`config.mk`:
```
export PLATFORM = sky130hd
export DESIGN_NAME = freq_gate_ctrl_flat
export DESIGN_NICKNAME = d
export VERILOG_FILES = /design/src/rtl/freq_meter_pkg.sv /design/src/rtl/freq_gate_ctrl_if.sv /design/src/rtl/bit_sync.sv /design/src/rtl/freq_gate_ctrl.sv /design/src/flat_wrapper.sv
export SDC_FILE = /design/constraint.sdc
export NUM_CORES = 1
export LEC_CHECK = 0
export CAP_MARGIN = 10
export CORE_UTILIZATION = 51
export CTS_CLUSTER_DIAMETER = 40
export CTS_CLUSTER_SIZE = 14
export DETAILED_ROUTE_END_ITERATION = 6
export GPL_ROUTABILITY_DRIVEN = 0
export PLACE_DENSITY = 0.85
export SYNTH_ARGS = -nofsm -noshare
export SYNTH_HDL_FRONTEND = slang
export SYNTH_SLANG_ARGS = --single-unit
export TNS_END_PERCENT = 1
```
`constraint.sdc`:
```
create_clock -name clk -period 2.2 [get_ports clk]
set_input_delay 0.55 -clock clk [delete_from_list [all_inputs] [get_ports clk]]
set_output_delay 0.55 -clock clk [all_outputs]
set_load 0.02 [all_outputs]
```
`src/rtl/freq_meter_pkg.sv`:
```
`default_nettype none
// ============================================================================
//  Module      : freq_meter_pkg
//  Description : Shared types and constants for the frequency meter:
//                sequencer state encoding, gate range encoding, gate-length
//                divisors, BCD count width and a gate-length helper.
//  Revision    : 1.0  initial release
// ============================================================================
package freq_meter_pkg;

    // Width of the 4-digit BCD count word.
    localparam int BCD_W = 16;

    // Measurement sequencer states.
    typedef enum logic [2:0] {
        ST_IDLE   = 3'd0,
        ST_CLEAR  = 3'd1,
        ST_GATE   = 3'd2,
        ST_SETTLE = 3'd3,
        ST_LATCH  = 3'd4
    } state_t;

    // Gate range select encoding; the unused code 3 selects the 1 s gate.
    localparam logic [1:0] RANGE_1S    = 2'd0;
    localparam logic [1:0] RANGE_100MS = 2'd1;
    localparam logic [1:0] RANGE_10MS  = 2'd2;

    // System-clock divisors giving the gate length for each range.
    localparam int unsigned DIV_1S    = 1;
    localparam int unsigned DIV_100MS = 10;
    localparam int unsigned DIV_10MS  = 100;

    // Gate length in system clock cycles for a given range select.
    function automatic logic [31:0] gate_len(input logic [1:0] rs,
                                             input int unsigned clk_hz);
        logic [31:0] len;
        len = clk_hz / DIV_1S;
        case (rs)
            RANGE_100MS: len = clk_hz / DIV_100MS;
            RANGE_10MS:  len = clk_hz / DIV_10MS;
            default:     len = clk_hz / DIV_1S;
        endcase
        return len;
    endfunction

endpackage
`default_nettype wire

```
`src/rtl/freq_gate_ctrl_if.sv`:
```
`default_nettype none
// ============================================================================
//  Module      : freq_gate_ctrl_if
//  Description : Signal bundle between the measurement sequencer and its
//                surroundings (run control, BCD counter, display result).
//                master : the sequencer (drives counter control and result)
//                slave  : the environment (drives run, range and count)
//  Revision    : 1.0  initial release
// ============================================================================
interface freq_gate_ctrl_if;
    import freq_meter_pkg::*;

    logic             run;
    logic [1:0]       range_sel;
    logic [BCD_W-1:0] cnt_in;
    logic             cnt_clean;
    logic             cnt_en;
    logic [BCD_W-1:0] result;
    logic [1:0]       result_range;
    logic             result_valid;
    logic             overflow;
    logic             busy;

    modport master (
        input  run, range_sel, cnt_in,
        output cnt_clean, cnt_en, result, result_range, result_valid,
               overflow, busy
    );

    modport slave (
        output run, range_sel, cnt_in,
        input  cnt_clean, cnt_en, result, result_range, result_valid,
               overflow, busy
    );

endinterface
`default_nettype wire

```
`src/rtl/bit_sync.sv`:
```
`default_nettype none
// ============================================================================
//  Module      : bit_sync
//  Description : Two-flop synchronizer for a single asynchronous bit,
//                both stages reset to 0.
//  Ports       : clk, rst (sync, active high), d (async in), q (synced out)
//  Revision    : 1.0  initial release
// ============================================================================
module bit_sync (
    input  logic clk,
    input  logic rst,
    input  logic d,
    output logic q
);

    logic r_meta;

    always_ff @(posedge clk) begin
        if (rst) begin
            r_meta <= 1'b0;
            q      <= 1'b0;
        end else begin
            r_meta <= d;
            q      <= r_meta;
        end
    end

endmodule
`default_nettype wire

```
`src/rtl/freq_gate_ctrl.sv`:
```
`default_nettype none
// ============================================================================
//  Module      : freq_gate_ctrl
//  Description : Frequency meter measurement sequencer. Clears the external
//                BCD counter, opens a gate of 1 s / 100 ms / 10 ms of system
//                clock, waits for the counter to settle, then latches the
//                count, range and wrap (overflow) status for display.
//  Ports       : clk, rst (sync, active high)
//                bus (freq_gate_ctrl_if.master): run, range_sel, cnt_in in;
//                cnt_clean, cnt_en, result, result_range, result_valid,
//                overflow, busy out
//  Revision    : 1.0  initial release
// ============================================================================
module freq_gate_ctrl
    import freq_meter_pkg::*;
#(
    parameter int unsigned CLK_HZ     = 50_000_000,
    parameter int unsigned CLR_CYC    = 4,
    parameter int unsigned SETTLE_CYC = 8
) (
    input  logic             clk,
    input  logic             rst,
    freq_gate_ctrl_if.master bus
);

    // The shortest gate must be at least one cycle, and the clear/settle
    // phases must exist, otherwise the down-counters would start at zero.
    if ((CLK_HZ / DIV_10MS) < 1 || CLR_CYC < 1 || SETTLE_CYC < 1) begin : g_param_check
        $error("freq_gate_ctrl: CLK_HZ/100, CLR_CYC and SETTLE_CYC must all be >= 1");
    end

    state_t      r_state;
    state_t      w_next;
    logic [31:0] r_phase;       // remaining cycles of CLEAR or SETTLE
    logic [31:0] r_gate;        // remaining gate cycles
    logic [1:0]  r_range_q;
    logic        r_ovf_flag;
    logic        r_sync_d;
    logic        w_sync;
    logic        w_wrap;
    logic        w_enter_clear;

    bit_sync u_msb_sync (
        .clk (clk),
        .rst (rst),
        .d   (bus.cnt_in[BCD_W-1]),
        .q   (w_sync)
    );

    // Top BCD bit falling means the most significant digit went 9 -> 0.
    assign w_wrap        = r_sync_d & ~w_sync;
    assign w_enter_clear = (w_next == ST_CLEAR) && (r_state != ST_CLEAR);

    always_ff @(posedge clk) begin
        if (rst) begin
            r_state <= ST_IDLE;
        end else begin
            r_state <= w_next;
        end
    end

    always_comb begin
        w_next = r_state;
        unique case (r_state)
            ST_IDLE:   if (bus.run)              w_next = ST_CLEAR;
            ST_CLEAR:  if (r_phase == 32'd1)     w_next = ST_GATE;
            ST_GATE:   if (r_gate == 32'd1)      w_next = ST_SETTLE;
            ST_SETTLE: if (r_phase == 32'd1)     w_next = ST_LATCH;
            ST_LATCH:  w_next = bus.run ? ST_CLEAR : ST_IDLE;
            default:   w_next = ST_IDLE;
        endcase
    end

    // Outputs are decoded from the next state so that each output changes
    // on the same edge as the state it belongs to.
    always_ff @(posedge clk) begin
        if (rst) begin
            r_phase          <= '0;
            r_gate           <= '0;
            r_range_q        <= '0;
            r_ovf_flag       <= 1'b0;
            r_sync_d         <= 1'b0;
            bus.cnt_clean    <= 1'b0;
            bus.cnt_en       <= 1'b0;
            bus.busy         <= 1'b0;
            bus.result_valid <= 1'b0;
            bus.result       <= '0;
            bus.result_range <= '0;
            bus.overflow     <= 1'b0;
        end else begin
            r_sync_d         <= w_sync;
            bus.cnt_clean    <= (w_next == ST_GATE) || (w_next == ST_SETTLE) ||
                                (w_next == ST_LATCH);
            bus.cnt_en       <= (w_next == ST_GATE);
            bus.busy         <= (w_next != ST_IDLE);
            bus.result_valid <= (w_next == ST_LATCH);

            if (w_next == ST_LATCH) begin
                bus.result       <= bus.cnt_in;
                bus.result_range <= r_range_q;
                bus.overflow     <= r_ovf_flag | w_wrap;
            end

            if (w_enter_clear) begin
                r_range_q  <= bus.range_sel;
                r_gate     <= gate_len(bus.range_sel, CLK_HZ);
                r_phase    <= CLR_CYC;
                r_ovf_flag <= 1'b0;
            end else begin
                case (r_state)
                    ST_CLEAR: begin
                        r_phase    <= r_phase - 32'd1;
                        r_ovf_flag <= 1'b0;
                    end
                    ST_GATE: begin
                        r_gate <= r_gate - 32'd1;
                        if (w_next == ST_SETTLE) r_phase <= SETTLE_CYC;
                        if (w_wrap)              r_ovf_flag <= 1'b1;
                    end
                    ST_SETTLE: begin
                        r_phase <= r_phase - 32'd1;
                        if (w_wrap) r_ovf_flag <= 1'b1;
                    end
                    default: ;
                endcase
            end
        end
    end

endmodule
`default_nettype wire

```
`src/flat_wrapper.sv`:
```
// flat-port wrapper written by rule: the top's interface ports become plain ports
module freq_gate_ctrl_flat import freq_meter_pkg::*;
#(
    parameter int unsigned CLK_HZ     = 50_000_000,
    parameter int unsigned CLR_CYC    = 4,
    parameter int unsigned SETTLE_CYC = 8
)
  (clk, rst, bus_run, bus_range_sel, bus_cnt_in, bus_cnt_clean, bus_cnt_en, bus_result, bus_result_range, bus_result_valid, bus_overflow, bus_busy);
  freq_gate_ctrl_if bus_i ();
  input  logic clk;
  input  logic rst;
  input wire logic [$bits(bus_i.run)-1:0] bus_run;
  input wire logic [$bits(bus_i.range_sel)-1:0] bus_range_sel;
  input wire logic [$bits(bus_i.cnt_in)-1:0] bus_cnt_in;
  output wire logic [$bits(bus_i.cnt_clean)-1:0] bus_cnt_clean;
  output wire logic [$bits(bus_i.cnt_en)-1:0] bus_cnt_en;
  output wire logic [$bits(bus_i.result)-1:0] bus_result;
  output wire logic [$bits(bus_i.result_range)-1:0] bus_result_range;
  output wire logic [$bits(bus_i.result_valid)-1:0] bus_result_valid;
  output wire logic [$bits(bus_i.overflow)-1:0] bus_overflow;
  output wire logic [$bits(bus_i.busy)-1:0] bus_busy;
  assign bus_i.run = bus_run;
  assign bus_i.range_sel = bus_range_sel;
  assign bus_i.cnt_in = bus_cnt_in;
  assign bus_cnt_clean = bus_i.cnt_clean;
  assign bus_cnt_en = bus_i.cnt_en;
  assign bus_result = bus_i.result;
  assign bus_result_range = bus_i.result_range;
  assign bus_result_valid = bus_i.result_valid;
  assign bus_overflow = bus_i.overflow;
  assign bus_busy = bus_i.busy;
  freq_gate_ctrl #(.CLK_HZ(CLK_HZ), .CLR_CYC(CLR_CYC), .SETTLE_CYC(SETTLE_CYC)) u_core (.clk(clk), .rst(rst), .bus(bus_i));
endmodule
```
==> results of run 1 <==
-- sequential cells by signal, indices dropped and copies added, names as in the netlist --
register / cells
u_core.r_gate: 32
u_core.bus.result: 16
u_core.bus.result_valid: 1
u_core.bus.overflow: 1
u_core.r_phase: 32
u_core.r_sync_d: 1
u_core.bus.cnt_en: 1
u_core.u_msb_sync.r_meta: 1
u_core.u_msb_sync.q: 1
u_core.r_state: 3
u_core.bus.busy: 1
u_core.bus.cnt_clean: 1
u_core.bus.result_range: 2
u_core.r_ovf_flag: 1
u_core.r_range_q: 2
-- kinds of logic (layout without fill, tap and decap cells) --
kind of cell | after synthesis | count (layout) | share of synthesized area
AOI/OAI and AO/OA | 94 | 94 | 0.1292
xor gates and xnor gates | 33 | 33 | 0.06630
adders and majority gates | 8 | 8 | 0.02296
buffers and inverters | 33 | 118 | 0.03387
DFF | 96 | 96 | 0.4409
muxes | 1 | 1 | 0.002296
and+or+nand+nor | 245 | 245 | 0.3045
-- layer usage --
metal  GRT usage  vias to the layer above  routed length (um)
met5           0                        -                   0
met4     0.08333                        0                 167
met1      0.2928                     1961                4505
met2      0.4293                      102                5493
met3     0.05797                       21                 556
li1            -                     1985                   -
-- how the worst min path moves through the flow --
stage,to,depth (start not counted)
final,u_core.u_msb_sync.q,1
after global routing,u_core.u_msb_sync.q,1
after CTS,u_core.u_msb_sync.q,1
after detailed placement,u_core.u_msb_sync.q,1
after global placement,u_core.u_msb_sync.q,1
after floorplan,u_core.u_msb_sync.q,1
-- power breakdown --
group	internal (mW)	switching, mW
registers	1.83	0.0904
clock network	0.434	0.667
logic	0.424	0.444
total	2.69	1.20
-- synth_stat cells, types with 6 or more instances --
cell and n:
nand2_1 52, nand4_1 9, nand3_1 15, nor2b_1 6
xnor2_1 26, inv_1 9, a21oi_1 55, clkbuf_1 16
a31oi_1 6, or2_2 10, nand2b_1 7, nor4_1 21
xor2_1 7, ha_1 8, nor2_1 49, or4_1 8
or3_1 8, dfxtp_1 96, nor3_1 25
-- metrics by stage --
step | setup TNS, ns | power, mW | setup slack [ns]
2_1_floorplan | -0.2484 | 2.460 | -0.03253
3_3_place_gp | -0.3489 | 2.745 | -0.02523
3_5_place_dp | -0.8534 | 2.778 | -0.05933
4_1_cts | -0.01348 | 3.878 | -0.01348
5_1_grt | -0.3895 | 4.078 | -0.06332
6_report | -0.04059 | 3.886 | -0.02616
-- what timing repair did --
action                     4_1_cts  5_1_grt
setup endpoints to repair       32       40
cloned                           0        1
gates resized for setup          8       12
hold buffers                     0        0
pin swaps                        2        6
-- area by class of cell --
class | instances | area (um2)
well taps | 105 | 131.4
fillers | 645 | 2784
clock inverters | 7 | 63.81
multi-input cells | 381 | 2376
inverters | 9 | 33.78
repair buffers | 93 | 822.0
flip-flops and latches | 96 | 1923
clock buffers | 9 | 123.9
==> results by group, run 1 <==
Run status
  – Outcome: finished, violations left
  – Failing checks: setup timing

Synth
  – Top cell type's share of synthesized area: 0.4409
  – Synthesized cell area: 4359 um2
  – Asr flop ratio synth: 0
  – Synth warn: 0
  – #FFs+latches synth: 96
  – Syn_nets: 539
  – Syn Area/Cell: 8.547 um2
  – Synth Instances: 510
  – Distinct cells, synth: 55
  – Synth top area cells: dfxtp_1 44%, a21oi_1 6.3%, xnor2_1 5.2%
  – Post-synth EDFFs: 0
  – Post-synthesis sequential area ratio: 0.4409
  – Ys flop type: dfxtp_1
  – Largest area contributor in the netlist: dfxtp_1

Timing
  – Final setup vio count: 2
  – Unrepaired setup endpoints after global routing: true
  – Max Slew Vio Count: 0
  – Max Clock Freq: 449.2 MHz
  – Fin crit share: 1.012
  – Fin Hold WS: 0.4453 ns
  – Worst slew pin tran: 0.5971 ns
  – Final WS setup: -0.02616 ns
  – Setup Skew: 0.01162 ns
  – Final Hold Fails: 0
  – Slew headroom: 0.6004
  – Min Clock Period, post-route: 2.226 ns

Worst setup path
  – CP Class: reg -> reg
  – FF-to-FF End: u_core.r_phase[31]
  – Worst Setup EP: u_core.r_phase[31]
  – Crit. Startpoint: u_core.r_phase[19]
  – Crit. End Element: register
  – Crit path largest cell delay: 0.56 ns
  – Worst Setup Start Kind: register
  – Crit path required time: 2.45 ns
  – Worst r2r src: u_core.r_phase[19]
  – Top Family by Delay on Critical Path: simple AND/OR/NAND/NOR gates
  – Bufs and invs on worst path: 1
  – WP depth: 6
  – Worst-path cell chain: or4_4 > buf_4 > nand4bb_1 > or2_2 > o2111ai_1 > o41ai_2
  – Worst reg-to-reg path cell count: 6
  – Crit path max fanout: 4
  – R2R Setup Slk: -0.03 ns
  – Crit-path slowest cell: or4_4
  – CP Data Arrival Time: 2.47 ns

Clock network
  – H-tree levels: 3
  – Num CTS Buffers: 9
  – Deepest clock path buffer count: 2
  – Worst skew pair latency: 0.37 ns
  – Reg clk slew, reported paths: 0.10 ns
  – Root Buffer: clkbuf_8
  – Post-CTS Setup Inserts: 0
  – CTS tree: built
  – Clk sink count: 96

Global routing
  – Grt total ovfl: 0
  – Pin count of the biggest net entering global routing: 34
  – First-pass GRT wire length: 17440 um
  – Vias in the first global route: 3904
  – Initial antenna violation count: 0
  – Total global-route track usage: 0.2450

Finish
  – Commonest non-fill, non-tap cell in the layout: dfxtp_1
  – Highest-count cells in the layout ignoring fill and taps: 95 x dfxtp_1, 53 x a21oi_1, 52 x nand2_1
  – Number of antenna diodes: 0
  – Post-layout util: 0.6629
  – Final Cell Area: 5474 um2
  – Area Growth Syn to Fin: 25.57%
  – # nets final: 619
  – Layout cells sized above 1: 0.1697
  – Post-Layout Cell Count: 700

Die
  – Die Area: 8921 um2
  – Initial Utilization: 0.5279
  – Die height: 94.45 um
  – Rows: 33
  – Total core area: 8258 um2
  – I/O pin cnt: 44
  – Die W: 94.45 um

Route
  – Via count: 4069
  – DR WL/cell: 15.32 um
  – Drt first-iter violations: 246
  – DR DRC count: 0
  – Routed WL: 10720 um
  – Final ANT Viol Nets: 0
  – First-pass detailed-route iteration total: 5
  – DR vias/cell: 5.813

Placement
  – Cell area after placement: 5205 um2
  – IO Port Bufs: 43
  – Dpl hpwl: 7470 um
  – Placed instance count: 683

Pwr
  – Pleak: 1.988 nW
  – P per Cell Area: 710.0 nW/um2
  – Worst VDD drop: 563.3 uV

Flow run
  – Maxcap violations: 0

Min path
  – Hold Path Class: reg -> reg
  – Hold Path Origin: u_core.u_msb_sync.r_meta
No activity file was read; power rests on OpenSTA's default activity.
==> inputs of run 2 (changes only) <==
CORE_MARGIN = 2   (was not set)
CTS_CLUSTER_SIZE = 30   (was 14)
==> run 2 against run 1 <==
Net effect: the run still ends with setup timing left; die area increased by 4.3%; setup slack got worse by 0.0065 ns; final area increased by 1.4%; fmax fell by 0.29%; sequential share of layout area down 0.47 points; critical endpoint is now u_core.r_gate[31]; via count fell by 0.32%; hold slack better by 0.0097 ns; highest routed layer unchanged; combinational power increased by 3.0%; clock-buffer cell count rose by 2.
==> results by group, run 2 (synthesis gave the netlist of run 1 again) <==
Run status
  – Outcome: finished, violations left
  – Failing checks: setup timing

Worst setup path
  – Worst-path cell chain: or4_4 > or4_4 > or2_4 > or4_4 > a21oi_2
  – Worst reg-to-reg path cell count: 5
  – CP Data Arrival Time: 2.53 ns
  – Crit path largest cell delay: 0.54 ns
  – Crit path required time: 2.50 ns
  – Worst r2r src: u_core.r_gate[18]
  – CP most frequent cell: or4_4
  – Crit path max fanout: 3
  – Crit-path slowest cell: or4_4
  – Crit. End Element: register
  – CP Class: reg -> reg
  – Crit. Startpoint: u_core.r_gate[18]
  – Worst Setup Start Kind: register

Route
  – Top sig layer: met4
  – First-pass detailed-route iteration total: 5
  – Routed WL: 10880 um
  – Metal3 WL: 392 um
  – Via count: 4056
  – DR vias/cell: 5.770
  – Met2 wire length: 5606 um
  – Final ANT Viol Nets: 0
  – DR WL/cell: 15.47 um
  – Drt first-iter violations: 258
  – Met1 WL: 4762 um
  – DR DRC count: 0

Die
  – Rows: 33
  – Total core area: 8258 um2
  – Die W: 96.45 um
  – Die Area: 9303 um2
  – Initial Utilization: 0.5279
  – Die height: 96.45 um
  – I/O pin cnt: 44

Pwr
  – Clock power share: 0.300
  – Worst VDD drop: 518.5 uV
  – Combinational Power Share: 0.223
  – P per Cell Area: 722.8 nW/um2
  – Switching share of total power: 0.2957
  – Pleak: 2.004 nW
  – P_int: 2.826 mW
  – Flop pwr share: 0.477
  – Sw Pwr: 1.187 mW
  – Final Power: 4.013 mW

Timing
  – Unrepaired setup endpoints after global routing: true
  – Max Slew Vio Count: 0
  – Fin crit share: 1.015
  – Setup Skew: 0.01443 ns
  – Min Clock Period, post-route: 2.233 ns
  – Final setup vio count: 3
  – Slew headroom: 0.5997
  – Max Clock Freq: 447.9 MHz
  – Final Hold Fails: 0
  – Final WS setup: -0.03264 ns
  – Worst slew pin tran: 0.5982 ns
  – Fin Hold WS: 0.4550 ns

Clock network
  – Reg clk slew, reported paths: 0.09 ns
  – Num CTS Buffers: 9
  – Worst skew pair latency: 0.37 ns
  – Deepest clock path buffer count: 2
  – Root Buffer: clkbuf_8
  – CTS tree: built
  – H-tree levels: 3
  – Clk sink count: 96

Finish
  – Number of antenna diodes: 0
  – Final Cell Area: 5552 um2
  – Fillers: 631
  – Highest-count cells in the layout ignoring fill and taps: 94 x dfxtp_1, 53 x a21oi_1, 52 x nand2_1
  – Largest registers: u_core.r_gate x32, u_core.r_phase x32, u_core.bus.result x16
  – Layout cells sized above 1: 0.1773
  – # nets final: 622
  – Commonest non-fill, non-tap cell in the layout: dfxtp_1
  – Area Growth Syn to Fin: 27.35%

Placement
  – Cell area after placement: 5245 um2
  – IO Port Bufs: 43
  – Dpl hpwl: 7626 um

Min path
  – Hold Path Class: reg -> reg
  – Hold Path Depth: 2
  – Hold Path Origin: u_core.bus.result[11]

Global routing
  – Vias in the first global route: 3941
  – Pin count of the biggest net entering global routing: 40
  – First-pass GRT wire length: 17210 um
  – Initial antenna violation count: 0
  – Grt total ovfl: 0
  – Total global-route track usage: 0.2318

Flow run
  – Maxcap violations: 0
## run 2: power groups by stage
stage | combinational [mW] | clock (mW) | sequential, mW
floorplan | 0.522 | 0 | 1.94
global placement | 0.806 | 0 | 1.94
detailed placement | 0.836 | 0 | 1.95
CTS | 0.841 | 1.22 | 1.91
global route | 0.977 | 1.29 | 1.93
finish | 0.894 | 1.21 | 1.91
## run 2: path summary, 6_finish.rpt
| path | to | slack (ns) |
|---|---|---|
| min | u_core.bus.result[11] | 0.46 |
| min reg2reg | u_core.bus.result[11] | 0.46 |
| max | u_core.r_gate[31] | -0.03 |
| max reg2reg | u_core.r_gate[31] | -0.03 |
## run 2: per-stage QoR
| step | setup TNS, ns | std cells | setup slack (ns) | utilization |
|---|---|---|---|---|
| global placement | -0.3515 | 685 | -0.02560 | 0.6352 |
| global route | -0.9996 | 703 | -0.1087 | 0.6723 |
| CTS | -1.172 | 701 | -0.07627 | 0.6605 |
| floorplan | -0.2484 | 510 | -0.03253 | - |
| finish | -0.04276 | 703 | -0.03264 | 0.6723 |
| detailed placement | -1.258 | 685 | -0.08235 | 0.6352 |
## run 2: final cells by class
cell class                      instances  area, um2  share of cell area
Clock buffer                           11      141.4             0.02547
Sequential cell                        96       1924              0.3466
Multi-Input combinational cell        383       2406              0.4334
Inverter                                9      33.78            0.006085
Tap cell                              105      131.4             0.02366
Clock inverter                          5      63.81             0.01149
Timing Repair Buffer                   94      850.8              0.1533
## run 2: what timing repair did
action	CTS	global route
hold buffers	0	0
pin swaps	3	10
buffers inserted	0	0
resized for setup	1	21
setup endpoints to repair	22	59
hold endpoints to repair	0	0
cloned	0	2
## run 2: worst max-delay path, delay by kind of cell (launching register included)
kind,cells,cell delay [ns]
flip-flops,1,0.33
AO/OA/AOI/OAI,1,0.14
AND/OR/NAND/NOR,4,1.71
## run 2: layer usage
metal,vias up,global-route usage
met2,82,0.4091
met4,0,0.06455
met5,-,0
li1,1998,-
met3,12,0.05508
met1,1964,0.2818
==> inputs of run 3 (changes only) <==
CELL_PAD_IN_SITES_DETAIL_PLACEMENT = 0   (was not set)
CELL_PAD_IN_SITES_GLOBAL_PLACEMENT = 1   (was not set)
CORE_UTILIZATION = 39   (was 51)
==> run 3 against run 2 <==
Net effect: sequential share of layout area down 0.32 points; flip-flop and latch count did not move; final cell count increased by 5.4%; fmax is 2.0% lower; via count is 2.4% lower; critical endpoint is now u_core.r_phase[2]; final area up 0.92%; the flow still finishes with violations (setup timing); core utilization decreased by 16 points; total power is 5.4% lower.
==> results by group, run 3 (synthesis gave the netlist of run 1 again) <==
Worst setup path
  – Worst-path cell chain: or4_4 > or3_4 > or4_4 > a31oi_4 > nor2_1
  – Crit-path slowest cell: or4_4
  – CP most frequent cell: or4_4
  – Worst Setup Start Kind: register
  – CP Data Arrival Time: 2.54 ns
  – Crit. End Element: register
  – Top Family by Delay on Critical Path: simple AND/OR/NAND/NOR gates
  – CP Class: reg -> reg
  – Crit path max fanout: 6
  – Bufs and invs on worst path: 0
  – Crit path largest cell delay: 0.67 ns
  – Crit path required time: 2.46 ns

Die
  – Rows: 38
  – Total core area: 10890 um2
  – I/O pin cnt: 44
  – Die W: 109.7 um
  – Initial Utilization: 0.4004
  – Die Area: 12040 um2
  – Die height: 109.7 um

Pwr
  – Clock power share: 0.261
  – Worst VDD drop: 473.3 uV
  – Flop pwr share: 0.504
  – P per Cell Area: 677.8 nW/um2
  – Combinational Power Share: 0.235
  – Final Power: 3.797 mW
  – Sw Pwr: 1.107 mW
  – Pleak: 2.004 nW
  – P_int: 2.690 mW
  – Switching share of total power: 0.2915

Route
  – DR WL/cell: 14.51 um
  – Via count: 3959
  – DR DRC count: 0
  – Metal3 WL: 370 um
  – DR vias/cell: 5.343
  – Met2 wire length: 5289 um
  – Drt first-iter violations: 239
  – Routed WL: 10750 um
  – Final ANT Viol Nets: 0
  – Top sig layer: met4
  – First-pass detailed-route iteration total: 4
  – Met1 WL: 4975 um

Finish
  – # nets final: 627
  – Layout cells sized above 1: 0.1797
  – Largest registers: u_core.r_gate x32, u_core.r_phase x32, u_core.bus.result x16
  – Post-Layout Cell Count: 741
  – Fillers: 1016
  – Commonest non-fill, non-tap cell in the layout: dfxtp_1
  – Number of antenna diodes: 0
  – Highest-count cells in the layout ignoring fill and taps: 94 x dfxtp_1, 53 x a21oi_1, 53 x buf_4
  – Post-layout util: 0.5146
  – Area Growth Syn to Fin: 28.53%

Clock network
  – Root Buffer: clkbuf_8
  – H-tree levels: 3
  – Post-CTS Setup Inserts: 0
  – Num CTS Buffers: 9
  – CTS tree: built
  – Reg clk slew, reported paths: 0.08 ns
  – Deepest clock path buffer count: 2
  – Clk sink count: 96
  – Worst skew pair latency: 0.37 ns

Global routing
  – Initial antenna violation count: 0
  – Pin count of the biggest net entering global routing: 23
  – First-pass GRT wire length: 17400 um
  – Grt total ovfl: 0
  – Total global-route track usage: 0.1816
  – Vias in the first global route: 3775

Timing
  – Final WS setup: -0.07842 ns
  – Final Hold Fails: 0
  – Unrepaired setup endpoints after global routing: true
  – Setup Total Neg Slack: -0.9275 ns
  – Setup Skew: 0.01094 ns
  – Max Slew Vio Count: 0
  – Final setup vio count: 21
  – Worst slew pin tran: 0.7973 ns
  – Fin crit share: 1.036
  – Min Clock Period, post-route: 2.278 ns
  – Max Clock Freq: 438.9 MHz
  – Slew headroom: 0.4665

Flow run
  – Maxcap violations: 0

Placement
  – IO Port Bufs: 43
  – Dpl hpwl: 7692 um
  – DP Worst Slack: -0.1000 ns
  – Placed instance count: 724

Run status
  – Failing checks: setup timing
  – Outcome: finished, violations left

Min path
  – Hold Path Class: reg -> reg
## run 3: changes by cell type in the layout (fill, tap and decap cells not counted), sizes merged
cell and delta:
clkinvlp -1, buf +4, clkbuf +2, inv -2, nand2 +1, bufinv -1
## run 3: routing by layer
layer,vias up,track usage
met5,-,0
met4,0,0.06329
met3,12,0.03912
met2,52,0.2981
met1,1887,0.2356
li1,2008,-
## run 3: final cells by class
type / instances / area [um2] / share of cell area
inverters: 9 / 33.78 / 0.006029
well taps: 140 / 175.2 / 0.03126
clock inverters: 1 / 5.005 / 0.0008933
flip-flops and latches: 96 / 1924 / 0.3435
repair buffers: 98 / 868.3 / 0.1550
clock buffers: 13 / 148.9 / 0.02657
multi-input cells: 384 / 2447 / 0.4368
## run 3: final timing paths
| check | slack (ns) | depth (start not counted) | startpoint | endpoint |
|---|---|---|---|---|
| worst min-delay path | 0.45 | 2 | u_core.bus.result_range[0] | u_core.bus.result_range[0] |
| worst max-delay path | -0.08 | 5 | u_core.r_gate[18] | u_core.r_phase[2] |
| worst max register to register | -0.08 | 5 | u_core.r_gate[18] | u_core.r_phase[2] |
| worst min register to register | 0.45 | 2 | u_core.bus.result_range[0] | u_core.bus.result_range[0] |
## run 3: worst min-delay path, stage by stage, from the launching register on
cell and delay, ns:
dfxtp_1 0.32, nand2_1 0.05, a21oi_1 0.05
## run 3: power groups by stage
stage          clock (mW)  sequential [mW]  combinational [mW]
2_1_floorplan           0             1.94               0.522
3_3_place_gp            0             1.94               0.821
3_5_place_dp            0             1.95               0.837
4_1_cts              1.03             1.91               0.845
5_1_grt              1.09             1.93               0.987
6_report            0.991             1.91               0.894
## run 3: repair_timing
item                       4_1_cts  5_1_grt
hold buffers                     0        0
pin swaps                        2        6
cloned                           0        3
resized for setup                3       20
setup endpoints to repair       24       57
## run 3: through the flow
stage	hold slack [ns]	cell area, um2
detailed placement	0.4445	5306
floorplan	0.4138	4393
finish	0.4513	5603
global placement	0.4209	5306
CTS	0.4558	5474
global route	0.4681	5603
